==> src/rtl/adc_fmt_pkg.sv <==
// ADC lane formatter shared definitions: channel-mode encodings and reorder helpers.
// Latency: n/a (types and constant functions only).
// Backpressure: n/a.
package adc_fmt_pkg;

    // Channel-mode encodings. Code 3 is folded onto MODE_4CH by the synchroniser.
    localparam logic [1:0] MODE_1CH = 2'd0;
    localparam logic [1:0] MODE_2CH = 2'd1;
    localparam logic [1:0] MODE_4CH = 2'd2;

    // Number of interleaved channels carried by a beat in the given mode.
    function automatic int ch_count(input logic [1:0] mode);
        case (mode)
            MODE_1CH: return 1;
            MODE_2CH: return 2;
            default:  return 4;
        endcase
    endfunction

    // Source lane for output lane j when C channels are interleaved over n lanes.
    // Output lane c*S + s takes input lane s*C + c, with S = n / C.
    function automatic int lane_src(input int j, input int c, input int n);
        int s_per_ch;
        s_per_ch = n / c;
        return (j % s_per_ch) * c + (j / s_per_ch);
    endfunction

endpackage

==> src/rtl/adc_fmt_mode_sync.sv <==
// Channel-mode synchroniser: 3-flop sync per bit, folds code 3 onto 4-channel mode,
// holds the applied mode and flags a one-cycle change when the synced mode differs.
// Latency: 3 cycles to the synced value, applied mode follows one cycle after o_change.
// Backpressure: none.
//
// Ports:
//   i_clk, i_rst   clock, asynchronous active-high reset
//   i_mode_async   requested mode from the slow GPIO domain
//   o_mode         applied mode
//   o_change       high for one cycle when the synced mode differs from o_mode
module adc_fmt_mode_sync
    import adc_fmt_pkg::*;
(
    input  logic       i_clk,
    input  logic       i_rst,
    input  logic [1:0] i_mode_async,
    output logic [1:0] o_mode,
    output logic       o_change
);

    logic [1:0] r_sync1;
    logic [1:0] r_sync2;
    logic [1:0] r_sync3;
    logic [1:0] r_applied;
    logic [1:0] w_norm;

    always_ff @(posedge i_clk or posedge i_rst) begin
        if (i_rst) begin
            r_sync1 <= 2'd0;
            r_sync2 <= 2'd0;
            r_sync3 <= 2'd0;
        end else begin
            r_sync1 <= i_mode_async;
            r_sync2 <= r_sync1;
            r_sync3 <= r_sync2;
        end
    end

    assign w_norm   = (r_sync3 == 2'd3) ? MODE_4CH : r_sync3;
    assign o_change = (w_norm != r_applied);

    always_ff @(posedge i_clk or posedge i_rst) begin
        if (i_rst) begin
            r_applied <= MODE_1CH;
        end else if (o_change) begin
            r_applied <= w_norm;
        end
    end

    assign o_mode = r_applied;

endmodule

==> src/rtl/adc_lane_formatter.sv <==
// ADC lane formatter: offset-binary to two's complement with per-lane P/N fix-up,
// then channel de-interleave so each channel's samples sit in contiguous lanes.
// Latency: 2 cycles in_valid -> out_valid. Backpressure: none; beats are never stalled.
//
// Ports:
//   clk, rst        sample clock, asynchronous active-high reset
//   in_data/in_valid   raw deserialised lanes (lane i = bits [i*SAMPLE_W +: SAMPLE_W])
//   ch_mode_async   requested channel mode (0 = 1ch, 1 = 2ch, 2/3 = 4ch), any domain
//   out_data/out_valid formatted, reordered beat; out_data holds while out_valid = 0
//   out_sof         pulse on first valid beat after reset or a mode change
//   out_ch_mode     mode that was applied to the beat on out_data
//   mode_changes    wrapping count of applied mode changes
// Optional: define ADC_FMT_RAMP_EN to replace the lanes with a counting ramp
// (counter + lane index) for link bring-up; blanking, reorder and sof are unchanged.
// NUM_LANES must be a multiple of 4 so every mode splits the beat evenly.
module adc_lane_formatter
    import adc_fmt_pkg::*;
#(
    parameter int                     SAMPLE_W    = 8,
    parameter int                     NUM_LANES   = 8,
    parameter logic [NUM_LANES-1:0]   INV_MASK    = 8'b11101100,
    parameter int                     FLUSH_BEATS = 4
) (
    input  logic                          clk,
    input  logic                          rst,
    input  logic [NUM_LANES*SAMPLE_W-1:0] in_data,
    input  logic                          in_valid,
    input  logic [1:0]                    ch_mode_async,
    output logic [NUM_LANES*SAMPLE_W-1:0] out_data,
    output logic                          out_valid,
    output logic                          out_sof,
    output logic [1:0]                    out_ch_mode,
    output logic [7:0]                    mode_changes
);

    localparam int         BEAT_W    = NUM_LANES * SAMPLE_W;
    localparam logic [7:0] BLANK_LD  = 8'(FLUSH_BEATS);

    logic [1:0]          w_mode;
    logic                w_change;
    logic                w_blank_zero;
    logic                w_accept;
    logic [BEAT_W-1:0]   w_s1_src;
    logic [BEAT_W-1:0]   w_reorder;
    logic [2:0]          w_ch_cnt;
    logic [SAMPLE_W-1:0] w_s1_lane [NUM_LANES];
    logic [SAMPLE_W-1:0] w_re_lane [NUM_LANES];

    logic [7:0]          r_blank;
    logic                r_sof_pend;
    logic [7:0]          r_mode_cnt;
    logic [BEAT_W-1:0]   r_s1_dat;
    logic                r_s1_vld;
    logic                r_s1_sof;
    logic [1:0]          r_s1_mode;
    logic [BEAT_W-1:0]   r_out_dat;
    logic                r_out_vld;
    logic                r_out_sof;
    logic [1:0]          r_out_mode;

    adc_fmt_mode_sync u_mode_sync (
        .i_clk        (clk),
        .i_rst        (rst),
        .i_mode_async (ch_mode_async),
        .o_mode       (w_mode),
        .o_change     (w_change)
    );

    // ---------------- blanking / sof / change counter ----------------
    assign w_blank_zero = (r_blank == 8'd0);
    assign w_accept     = in_valid & w_blank_zero;

    // Only valid beats consume the blanking window; a new change restarts it.
    always_ff @(posedge clk or posedge rst) begin
        if (rst) begin
            r_blank <= BLANK_LD;
        end else if (w_change) begin
            r_blank <= BLANK_LD;
        end else if (in_valid && !w_blank_zero) begin
            r_blank <= r_blank - 8'd1;
        end
    end

    // sof is tagged at stage-1 acceptance so a beat already in flight with the
    // old mode cannot claim the pulse meant for the new mode.
    always_ff @(posedge clk or posedge rst) begin
        if (rst) begin
            r_sof_pend <= 1'b1;
        end else if (w_change) begin
            r_sof_pend <= 1'b1;
        end else if (w_accept) begin
            r_sof_pend <= 1'b0;
        end
    end

    always_ff @(posedge clk or posedge rst) begin
        if (rst) begin
            r_mode_cnt <= 8'd0;
        end else if (w_change) begin
            r_mode_cnt <= r_mode_cnt + 8'd1;
        end
    end

    // ---------------- stage 1 source: polarity fix or ramp ----------------
`ifdef ADC_FMT_RAMP_EN
    logic [SAMPLE_W-1:0] r_ramp;

    always_ff @(posedge clk or posedge rst) begin
        if (rst) begin
            r_ramp <= '0;
        end else if (in_valid) begin
            r_ramp <= r_ramp + 1'b1;
        end
    end

    for (genvar gi = 0; gi < NUM_LANES; gi++) begin : g_ramp
        assign w_s1_lane[gi] = r_ramp + SAMPLE_W'(gi);
    end
`else
    for (genvar gi = 0; gi < NUM_LANES; gi++) begin : g_pol
        if (INV_MASK[gi]) begin : g_swap
            // P/N swapped lane: the whole word is inverted, so flipping the
            // low bits alone yields two's complement.
            assign w_s1_lane[gi] = {in_data[gi*SAMPLE_W + SAMPLE_W-1],
                                    ~in_data[gi*SAMPLE_W +: SAMPLE_W-1]};
        end else begin : g_norm
            assign w_s1_lane[gi] = {~in_data[gi*SAMPLE_W + SAMPLE_W-1],
                                    in_data[gi*SAMPLE_W +: SAMPLE_W-1]};
        end
    end
`endif

    for (genvar gi = 0; gi < NUM_LANES; gi++) begin : g_s1_pack
        assign w_s1_src[gi*SAMPLE_W +: SAMPLE_W] = w_s1_lane[gi];
    end

    always_ff @(posedge clk or posedge rst) begin
        if (rst) begin
            r_s1_dat  <= '0;
            r_s1_vld  <= 1'b0;
            r_s1_sof  <= 1'b0;
            r_s1_mode <= MODE_1CH;
        end else begin
            r_s1_vld <= w_accept;
            r_s1_sof <= w_accept & r_sof_pend;
            if (w_accept) begin
                r_s1_dat  <= w_s1_src;
                r_s1_mode <= w_mode;
            end
        end
    end

    // ---------------- stage 2: de-interleave ----------------
    assign w_ch_cnt = 3'(ch_count(r_s1_mode));

    for (genvar gj = 0; gj < NUM_LANES; gj++) begin : g_reorder
        localparam int SRC2 = lane_src(gj, 2, NUM_LANES);
        localparam int SRC4 = lane_src(gj, 4, NUM_LANES);
        assign w_re_lane[gj] = (w_ch_cnt == 3'd1) ? r_s1_dat[gj*SAMPLE_W +: SAMPLE_W] :
                               (w_ch_cnt == 3'd2) ? r_s1_dat[SRC2*SAMPLE_W +: SAMPLE_W] :
                                                    r_s1_dat[SRC4*SAMPLE_W +: SAMPLE_W];
        assign w_reorder[gj*SAMPLE_W +: SAMPLE_W] = w_re_lane[gj];
    end

    always_ff @(posedge clk or posedge rst) begin
        if (rst) begin
            r_out_dat  <= '0;
            r_out_vld  <= 1'b0;
            r_out_sof  <= 1'b0;
            r_out_mode <= MODE_1CH;
        end else begin
            r_out_vld <= r_s1_vld;
            r_out_sof <= r_s1_vld & r_s1_sof;
            // Mode travels with its data so a change boundary never mislabels a beat.
            if (r_s1_vld) begin
                r_out_dat  <= w_reorder;
                r_out_mode <= r_s1_mode;
            end
        end
    end

    assign out_data     = r_out_dat;
    assign out_valid    = r_out_vld;
    assign out_sof      = r_out_sof;
    assign out_ch_mode  = r_out_mode;
    assign mode_changes = r_mode_cnt;

endmodule
==> config.mk <==
export PLATFORM = sky130hd
export DESIGN_NAME = adc_lane_formatter
export DESIGN_NICKNAME = d
export VERILOG_FILES = /design/src/rtl/adc_fmt_pkg.sv /design/src/rtl/adc_fmt_mode_sync.sv /design/src/rtl/adc_lane_formatter.sv
export SDC_FILE = /design/constraint.sdc
export NUM_CORES = 1
export LEC_CHECK = 0
export CAP_MARGIN = 20
export CORE_ASPECT_RATIO = 1.5
export CORE_MARGIN = 4
export CORE_UTILIZATION = 31
export DETAILED_ROUTE_END_ITERATION = 7
export PLACE_DENSITY = 0.5
export SLEW_MARGIN = 20
export SYNTH_ARGS = -nofsm -noshare
export SYNTH_HDL_FRONTEND = slang
export SYNTH_HIERARCHICAL = 1
export SYNTH_SLANG_ARGS = --single-unit
==> constraint.sdc <==
create_clock -name clk -period 7 [get_ports clk]
set_input_delay 1.4 -clock clk [delete_from_list [all_inputs] [get_ports clk]]
set_output_delay 1.4 -clock clk [all_outputs]
set_load 0.005 [all_outputs]
==> run_results.csv, run 1 <==
group,metric,value,unit
status,status,"completed",
detailed_routing,via_per_inst,4.99,
cells_and_area,fin_util,41.9,%
worst_setup_path,end_kind,"register",
detailed_routing,first_pass_iters,4,
detailed_routing,ant_nets,0,
cts,numCtsBuffers,17,
sta,finalMaxSlewViolations,0,
logic_synthesis,synth_edf_count,0,
worst_setup_path,worstPathCellList,"buf_2 > nand3_1 > inv_2 > buf_4 > mux2_2",
cells_and_area,layout.cells.non_filler,1002,
cts,post_cts_resized,0,
sta,max_freq,293,MHz
worst_setup_path,slowest_delay,640,ps
worst_setup_path,critPathBufInv,3,
sta,fin_crit_sh,48.7,%
power,vdd_drop_max,0.186,mV
global_route,grt_start_max_net_pins,102,
placement,dpl_worst_slack,3140,ps
floorplan,initial_core_util,31.6,%
logic_synthesis,synth_nets,661,
global_route,gr-total-overflow,0,
detailed_routing,drt-total-wl,18.2,mm
placement,place_hpwl,12.1,mm
sta,rsz0062_at_grt,"no",
cells_and_area,synthToLayoutAreaGrowth,32.5,%
sta,slew_headroom,37.6,%
cts,cts.path.max_buffers,2,
cts,clkSinkCount,161,
cts,cts_tree,"done",
floorplan,ios,145,
cells_and_area,mostFrequentLayoutCells,"dfrtp_1, clkdlybuf4s50_1, mux2_2",
floorplan,core-area,22500,um2
worst_setup_path,worstPathRequired,7310,ps
worst_setup_path,crit_family,"buffers and inverters",
logic_synthesis,syn_area,7110,um2
logic_synthesis,synth-seq-cells,161,
placement,place_area,8760,um2
detailed_routing,post_drt_wl_per_cell,18.1,um
placement,gp_congestion,0.745,
worst_setup_path,worstPathArrival,3720,ps
worst_setup_path,cp_max_fo,55,
logic_synthesis,syn_avg_cell_area,12.1,um2
job,maxCapViolations,0,
floorplan,fp.dieH,193,um
cts,root_buffer,"clkbuf_16",
worst_setup_path,crit_path_start_kind,"input pin",
logic_synthesis,synth_ff_type,"dfrtp_1",
global_route,first_global_vias,5217,
placement,numPortBuffers,144,
global_route,grt_pass1_wl,29.1,mm
placement,placed_cells,970,
cts,clkTransAtPathRegs,60,ps
sta,setup_violations,0,
cells_and_area,antenna_cells,0,
cells_and_area,final_common_cell,"dfrtp_1",
sta,setup_tns,0,ps
global_route,track_usage,14.4,%
sta,fin_ws,3590,ps
logic_synthesis,synth.distinct_cells,41,
cells_and_area,design_area,9420,um2
detailed_routing,drtIter0Drc,192,
sta,finalHoldViolCount,0,
global_route,antenna_found_initial,0,
cts,h-tree-depth,4,
logic_synthesis,ys_seq_area_share,56.7,%
floorplan,die_w,132,um
cells_and_area,drive_gt1_share,20.8,%
logic_synthesis,synthesis.instances,589,
cts,ctsHoldBuffers,0,
sta,tightest_slew,937,ps
cts,post_cts_buffers,0,
power,leakagePower,3.87,nW
cells_and_area,fin_nets,785,
min_path,hold_path.class,"reg -> reg",
logic_synthesis,async_flop_share,100,%
floorplan,dieArea,25500,um2
power,powerDensity,432,nW/um2
cts,worst_skew_pair.late_latency,430,ps
worst_setup_path,crit_slowest_cell,"buf_2",
logic_synthesis,ys_warn_count,6,
detailed_routing,vias,4999,
detailed_routing,drc,0,
sta,period_minus_slack,3410,ps
worst_setup_path,crit_type,"in -> reg",
sta,fin_worst_skew,9.24,ps
floorplan,fp-row-count,67,
==> power breakdown <==
part,leakage (nW),switching [W],internal (W)
logic,1.61,0.000513,0.000835
clock network,0.315,0.000394,0.000638
registers,1.94,0.000357,0.00133
total,3.87,0.00126,0.00280
==> kinds of logic after synthesis <==
kind of cell | count (synthesis) | share of synthesized area, %
flip-flops | 161 | 56.7
multiplexers | 147 | 22.4
AO/OA/AOI/OAI | 136 | 10.6
AND/OR/NAND/NOR | 80 | 5.55
buffers and inverters | 55 | 3.33
XOR/XNOR | 7 | 0.863
adder cells (fa/ha/maj) | 3 | 0.528
==> metrics by stage <==
step,power (W),hold slack [ps]
after floorplan,0.00237,331
after global placement,0.00302,335
after detailed placement,0.00308,337
after CTS,0.00413,351
after global routing,0.00434,354
final,0.00407,349
==> layer usage <==
| metal | up-vias | part of all wire (%) | global-route usage (%) |
|---|---|---|---|
| li1 | 2359 | - | - |
| met1 | 2508 | 42 | 17.1 |
| met2 | 113 | 53 | 25.7 |
| met3 | 19 | 3.5 | 3.38 |
| met4 | 0 | 1.5 | 4.83 |
| met5 | - | 0 | 0 |
==> registers in the layout, summed over array words and instances, names as in the netlist, 2 cells and up <==
name / cells
out_data: 64
u_mode_sync/r_sync2: 2
u_mode_sync/o_mode: 2
r_s1_mode: 2
mode_changes: 8
r_blank: 8
u_mode_sync/r_sync1: 2
out_ch_mode: 2
r_s1_dat: 64
u_mode_sync/r_sync3: 2
==> area by class of cell <==
class,instances,area [um2]
sequential,161,4040
multi-input combinational,373,2850
fill,2135,13000
clock buffer,17,425
inverter,9,38.8
tap,276,345
clock inverter,15,231
timing repair buffer,151,1490
==> Yosys cell counts (2+ instances only) <==
cell type | n | area, um2
buf_4 | 3 | 22.5
dfstp_2 | 2 | 52.6
or3_1 | 2 | 12.5
buf_1 | 5 | 18.8
dfrtp_1 | 159 | 3980
a211oi_1 | 2 | 15.0
inv_1 | 8 | 30.0
a31oi_1 | 37 | 231
nand2_1 | 51 | 191
mux2i_1 | 49 | 490
xor2_1 | 3 | 26.3
o21ai_0 | 51 | 255
mux2_2 | 97 | 1090
clkbuf_1 | 23 | 86.3
or4_1 | 2 | 15.0
nor2_1 | 8 | 30.0
nand4_1 | 4 | 25.0
ha_1 | 3 | 37.5
buf_2 | 15 | 75.1
a21oi_1 | 40 | 200
xnor2_1 | 4 | 35.0
a211o_1 | 2 | 17.5
==> worst paths after layout <==
check	start	slack (ps)	endpoint	cells past startpoint
max in group asynchronous	rst	4180	out_data[56]$_DFFE_PP0P_	3
min in group asynchronous	rst	1360	u_mode_sync/o_mode[1]$_DFFE_PP0P_	2
setup / recovery	in_valid	3590	r_s1_mode[1]$_DFFE_PP0P_	5
hold / removal	u_mode_sync/r_sync1[1]$_DFF_PP0_	350	u_mode_sync/r_sync2[1]$_DFF_PP0_	0
hold reg to reg	u_mode_sync/r_sync1[1]$_DFF_PP0_	350	u_mode_sync/r_sync2[1]$_DFF_PP0_	0
setup reg to reg	r_blank[0]$_DFFE_PP0P_	4460	r_s1_mode[1]$_DFFE_PP0P_	7
==> worst reg2reg max path, cell delays in order, from the launching register on <==
cell     delay (ps)
dfrtp_1         400
inv_1           100
ha_1            180
nor3b_4         200
nand3_1         170
inv_2           310
buf_4           600
mux2_2          460
Note: power is estimated with default switching activity, not from simulation.
==> run 2, diff against run 1 <==
--- a/config.mk
+++ b/config.mk
@@ -10,7 +10,7 @@
 export CORE_MARGIN = 4
 export CORE_UTILIZATION = 31
 export DETAILED_ROUTE_END_ITERATION = 7
-export PLACE_DENSITY = 0.5
+export PLACE_DENSITY = 0.52
 export SLEW_MARGIN = 20
 export SYNTH_ARGS = -nofsm -noshare
 export SYNTH_HDL_FRONTEND = slang
==> constraint.sdc (replaced) <==
create_clock -name clk -period 2.9 [get_ports clk]
set_input_delay 0.58 -clock clk [delete_from_list [all_inputs] [get_ports clk]]
set_output_delay 0.58 -clock clk [all_outputs]
set_load 0.005 [all_outputs]
==> run 2 against run 1 <==
  * Design area increased by 0.68%
  * Sequential power rose by 140%
  * Global-route usage rose by 0.32 points
  * Critical path depth stayed put
  * Critical path type is now reg -> reg
  * Largest cell class unchanged
==> run_results.csv, run 2 (synthesis results as in run 1) <==
group,metric,value,unit
status,status,"completed",
sta,period_minus_slack,2070,ps
detailed_routing,wl_met2,9.85,mm
detailed_routing,post_drt_wl_per_cell,18.2,um
global_route,first_global_vias,5418,
min_path,hold_path.class,"reg -> reg",
worst_setup_path,cp_max_fo,14,
worst_setup_path,crit_path_start_kind,"register",
cells_and_area,fin_nets,793,
sta,max_freq,483,MHz
cells_and_area,mostFrequentLayoutCells,"dfrtp_1, clkdlybuf4s50_1, mux2_2",
detailed_routing,vias,5063,
floorplan,fp-row-count,67,
cts,h-tree-depth,4,
worst_setup_path,worstPathArrival,2410,ps
cells_and_area,synthToLayoutAreaGrowth,33.4,%
worst_setup_path,crit_type,"reg -> reg",
worst_setup_path,r2r_start,"u_mode_sync/r_sync3[1]$_DFF_PP0_",
worst_setup_path,end_kind,"register",
global_route,grt_start_max_net_pins,68,
placement,placed_cells,978,
power,switching_share,31.6,%
global_route,grt_pass1_wl,29.9,mm
worst_setup_path,crit_start,"u_mode_sync/r_sync3[1]$_DFF_PP0_",
cts,cts_tree,"done",
power,pwr-share-comb,34.1,%
detailed_routing,top_layer,"met4",
min_path,worstHoldStart,"u_mode_sync/r_sync1[0]$_DFF_PP0_",
placement,place_hpwl,12.9,mm
power,power_frac_clock,23.9,%
power,p_sw,0.00306,W
detailed_routing,via_per_inst,5.01,
detailed_routing,drt-total-wl,18.4,mm
job,maxCapViolations,0,
global_route,antenna_found_initial,1,
detailed_routing,drt-met1-wl,7.50,mm
sta,fin_crit_sh,71.4,%
cts,ctsHoldBuffers,0,
power,powerDensity,1020,nW/um2
sta,rsz0062_at_grt,"no",
sta,finalHoldViolCount,0,
cts,clkSinkCount,161,
worst_setup_path,worstPathRequired,3240,ps
sta,setup_tns,0,ps
cts,worst_skew_pair.late_latency,420,ps
worst_setup_path,crit_slowest_cell,"nor3_2",
cts,clkTransAtPathRegs,70,ps
cts,root_buffer,"clkbuf_16",
sta,setup_violations,0,
cts,post_cts_buffers,0,
floorplan,die_w,132,um
power,p_seq_share,42.0,%
floorplan,core-area,22500,um2
cells_and_area,nFillCells,2095,
floorplan,initial_core_util,31.6,%
sta,slew_headroom,44.4,%
worst_setup_path,worstPathCellList,"and3b_2 > nor3_2 > nand4_1 > nor2_1 > xor2_1",
detailed_routing,route.met3.wl,634,um
placement,numPortBuffers,144,
global_route,gr-total-overflow,0,
detailed_routing,first_pass_iters,4,
placement,gp_congestion,0.774,
cells_and_area,final_common_cell,"dfrtp_1",
sta,hold-worst-slack,351,ps
floorplan,dieArea,25500,um2
detailed_routing,drc,0,
floorplan,fp.dieH,193,um
floorplan,ios,145,
detailed_routing,ant_nets,0,
worst_setup_path,slowest_delay,670,ps
cells_and_area,layout.cells.non_filler,1011,
cts,post_cts_resized,0,
power,p_int,0.00663,W
detailed_routing,drtIter0Drc,220,
cells_and_area,drive_gt1_share,21.5,%
power,vdd_drop_max,0.397,mV
sta,fin_worst_skew,8.05,ps
cts,cts.path.max_buffers,2,
cts,numCtsBuffers,17,
sta,finalMaxSlewViolations,0,
sta,tightest_slew,830,ps
power,leakagePower,3.90,nW
global_route,track_usage,14.8,%
[run 2: critical path: cells and delay by family, from the launching register on]
kind                      cells  cell delay [ps]
DFF                           1              410
xor gates and xnor gates      1              170
and+or+nand+nor               4             1410
[run 2: layout make-up]
type,instances,area (um2),area share (%)
Sequential cell,161,4040,42.6
Clock buffer,17,425,4.49
Multi-Input combinational cell,373,2850,30.1
Antenna cell,1,2.50,0.0264
Clock inverter,15,181,1.91
Inverter,9,37.5,0.396
Tap cell,276,345,3.64
Timing Repair Buffer,159,1600,16.9
[run 2: stage by stage]
stage	util (%)	setup WS (ps)	cell area, um2	total power (W)
after floorplan	-	391	7110	0.00571
after global placement	39.5	581	8870	0.00733
after detailed placement	39.5	504	8870	0.00747
after CTS	42.2	765	9480	0.00985
after global routing	42.2	566	9480	0.0104
final	42.2	829	9480	0.00968
[run 2: path summary, 6_finish.rpt]
| path | cells after the start | end | slack (ps) |
|---|---|---|---|
| setup / recovery | 5 | mode_changes[7]$_DFFE_PP0P_ | 830 |
| hold / removal | 0 | u_mode_sync/r_sync2[0]$_DFF_PP0_ | 350 |
| setup reg to reg | 5 | mode_changes[7]$_DFFE_PP0P_ | 830 |
| hold reg to reg | 0 | u_mode_sync/r_sync2[0]$_DFF_PP0_ | 350 |
| max in group asynchronous | 3 | r_s1_dat[16]$_DFFE_PP0P_ | 1550 |
| min in group asynchronous | 2 | u_mode_sync/r_sync1[0]$_DFF_PP0_ | 490 |
[run 2: power groups by stage]
stage / registers, W / logic [W] / clock network, W
after detailed placement: 0.00412 / 0.00335 / 0
after CTS: 0.00408 / 0.00337 / 0.00240
after global placement: 0.00406 / 0.00328 / 0
after floorplan: 0.00383 / 0.00188 / 0
final: 0.00406 / 0.00330 / 0.00232
after global routing: 0.00423 / 0.00367 / 0.00248
[run 2: metal layers]
metal / GRT usage, % / vias to the layer above
met5: 0 / -
met4: 5.61 / 0
met3: 3.43 / 21
met2: 26.4 / 104
met1: 17.1 / 2549
li1: - / 2389
==> run 3, diff against run 2 <==
--- a/config.mk
+++ b/config.mk
@@ -10,7 +10,7 @@
 export CORE_MARGIN = 4
 export CORE_UTILIZATION = 31
 export DETAILED_ROUTE_END_ITERATION = 7
-export PLACE_DENSITY = 0.52
+export PLACE_DENSITY = 0.5
 export SLEW_MARGIN = 20
 export SYNTH_ARGS = -nofsm -noshare
 export SYNTH_HDL_FRONTEND = slang
==> constraint.sdc (replaced) <==
create_clock -name clk -period 2 [get_ports clk]
set_input_delay 0.4 -clock clk [delete_from_list [all_inputs] [get_ports clk]]
set_output_delay 0.4 -clock clk [all_outputs]
set_load 0.005 [all_outputs]
==> run 3 against run 2 <==
  * Sequential share of layout area decreased by 1.1 points
  * Critical path type unchanged
  * Setup slack lost 690 ps
  * Highest routed layer unchanged
  * Global-route usage fell by 0.12 points
  * Largest power group unchanged
==> run_results.csv, run 3 (synthesis results as in run 1) <==
group,metric,value,unit
sta,fin_crit_sh,93.2,%
sta,rsz0062_at_grt,"no",
cts,numCtsBuffers,17,
detailed_routing,first_pass_iters,4,
detailed_routing,post_drt_wl_per_cell,18.1,um
min_path,hold_path.class,"in -> async",
worst_setup_path,crit_top_cell,"buf_4",
floorplan,fp-row-count,67,
placement,placed_cells,987,
worst_setup_path,crit_path_start_kind,"register",
job,maxCapViolations,0,
floorplan,core-area,22500,um2
cells_and_area,fin_nets,802,
placement,place_hpwl,13.0,mm
sta,finalHoldViolCount,0,
floorplan,ios,145,
cells_and_area,design_area,9730,um2
detailed_routing,drtIter0Drc,275,
cells_and_area,mostFrequentLayoutCells,"dfrtp_1, clkdlybuf4s50_1, mux2_2",
power,vdd_drop_max,0.597,mV
worst_setup_path,end_kind,"register",
cells_and_area,layout.cells.non_filler,1021,
worst_setup_path,slowest_delay,390,ps
floorplan,die_w,132,um
global_route,first_global_vias,5502,
global_route,track_usage,14.6,%
placement,numPortBuffers,144,
worst_setup_path,worstPathRequired,2340,ps
detailed_routing,ant_nets,0,
worst_setup_path,crit_type,"reg -> reg",
cts,clkTransAtPathRegs,70,ps
cells_and_area,regArea,4040,um2
floorplan,dieArea,25500,um2
floorplan,fp.dieH,193,um
sta,max_freq,536,MHz
cells_and_area,multiInputGateArea,2850,um2
cts,clkSinkCount,161,
floorplan,initial_core_util,31.6,%
sta,slew_headroom,70.7,%
detailed_routing,drt-total-wl,18.5,mm
placement,dpl_worst_slack,167,ps
worst_setup_path,crit_slowest_cell,"dfrtp_1",
cells_and_area,synthToLayoutAreaGrowth,36.9,%
cts,ctsHoldBuffers,0,
power,leakagePower,4.00,nW
sta,fin_ws,136,ps
global_route,grt_start_max_net_pins,91,
sta,finalMaxSlewViolations,0,
cells_and_area,nFillCells,2093,
cts,h-tree-depth,4,
cells_and_area,final_common_cell,"dfrtp_1",
cts,root_buffer,"clkbuf_16",
sta,tightest_slew,440,ps
worst_setup_path,cp_max_fo,20,
global_route,antenna_found_initial,2,
placement,place_area,9020,um2
global_route,grt_pass1_wl,29.6,mm
cts,post_cts_resized,0,
detailed_routing,drc,0,
cts,cts.path.max_buffers,2,
detailed_routing,via_per_inst,5.00,
detailed_routing,vias,5105,
sta,period_minus_slack,1860,ps
power,powerDensity,1500,nW/um2
worst_setup_path,worstPathArrival,2210,ps
worst_setup_path,worstPathCellList,"inv_1 > ha_1 > nor3b_4 > buf_4 > buf_4 > a211oi_1 > a211o_1",
cts,cts_tree,"done",
global_route,gr-total-overflow,0,
placement,gp_congestion,0.754,
sta,setup_violations,0,
cts,post_cts_buffers,0,
cells_and_area,drive_gt1_share,22.5,%
status,status,"completed",
sta,fin_worst_skew,8.57,ps
cts,worst_skew_pair.late_latency,420,ps
[run 3: worst paths after layout]
path,start,to,slack [ps],depth (start not counted)
setup reg to reg,r_blank[0]$_DFFE_PP0P_,r_blank[2]$_DFFE_PP1P_,140,7
setup / recovery,r_blank[0]$_DFFE_PP0P_,r_blank[2]$_DFFE_PP1P_,140,7
min in group clk,u_mode_sync/r_sync1[0]$_DFF_PP0_,u_mode_sync/r_sync2[0]$_DFF_PP0_,350,0
hold / removal,rst,r_s1_sof$_DFF_PP0_,260,2
hold reg to reg,u_mode_sync/r_sync1[0]$_DFF_PP0_,u_mode_sync/r_sync2[0]$_DFF_PP0_,350,0
max in group asynchronous,rst,r_s1_dat[8]$_DFFE_PP0P_,1130,3
[run 3: metrics by stage]
stage / hold slack, ps / power [W] / utilization (%) / setup TNS (ps)
floorplan: 216 / 0.00828 / - / -49720
global placement: 337 / 0.0107 / 40.2 / 0
detailed placement: 342 / 0.0109 / 40.2 / 0
CTS: 235 / 0.0148 / 43.3 / 0
global route: 258 / 0.0156 / 43.3 / 0
finish: 259 / 0.0146 / 43.3 / 0
[run 3: cell type report]
cell class | count | area share [%]
Inverter | 9 | 0.386
Sequential cell | 161 | 41.5
Tap cell | 276 | 3.55
Clock buffer | 19 | 4.55
Antenna cell | 2 | 0.0514
Multi-Input combinational cell | 373 | 29.3
Clock inverter | 13 | 2.66
Timing Repair Buffer | 168 | 18.0
[run 3: worst max-delay path: cells and delay by family, from the launching register on]
kind	cells	cell delay, ps
simple gates	1	190
buf+inv	3	650
flops	1	390
fa+ha+maj	1	180
compound gates	2	380
[run 3: power by group]
group          switching, W  total, W  internal [W]
logic               0.00196   0.00498       0.00302
clock network       0.00134   0.00384       0.00251
registers           0.00111   0.00576       0.00465
total               0.00441    0.0146        0.0102
[run 3: metal layers]
| layer | part of all wire, % | up-vias | global-route usage (%) |
|---|---|---|---|
| li1 | - | 2407 | - |
| met1 | 41 | 2558 | 16.9 |
| met2 | 54 | 120 | 26.3 |
| met3 | 3.6 | 20 | 3.25 |
| met4 | 1.5 | 0 | 5.45 |
| met5 | 0 | - | 0 |
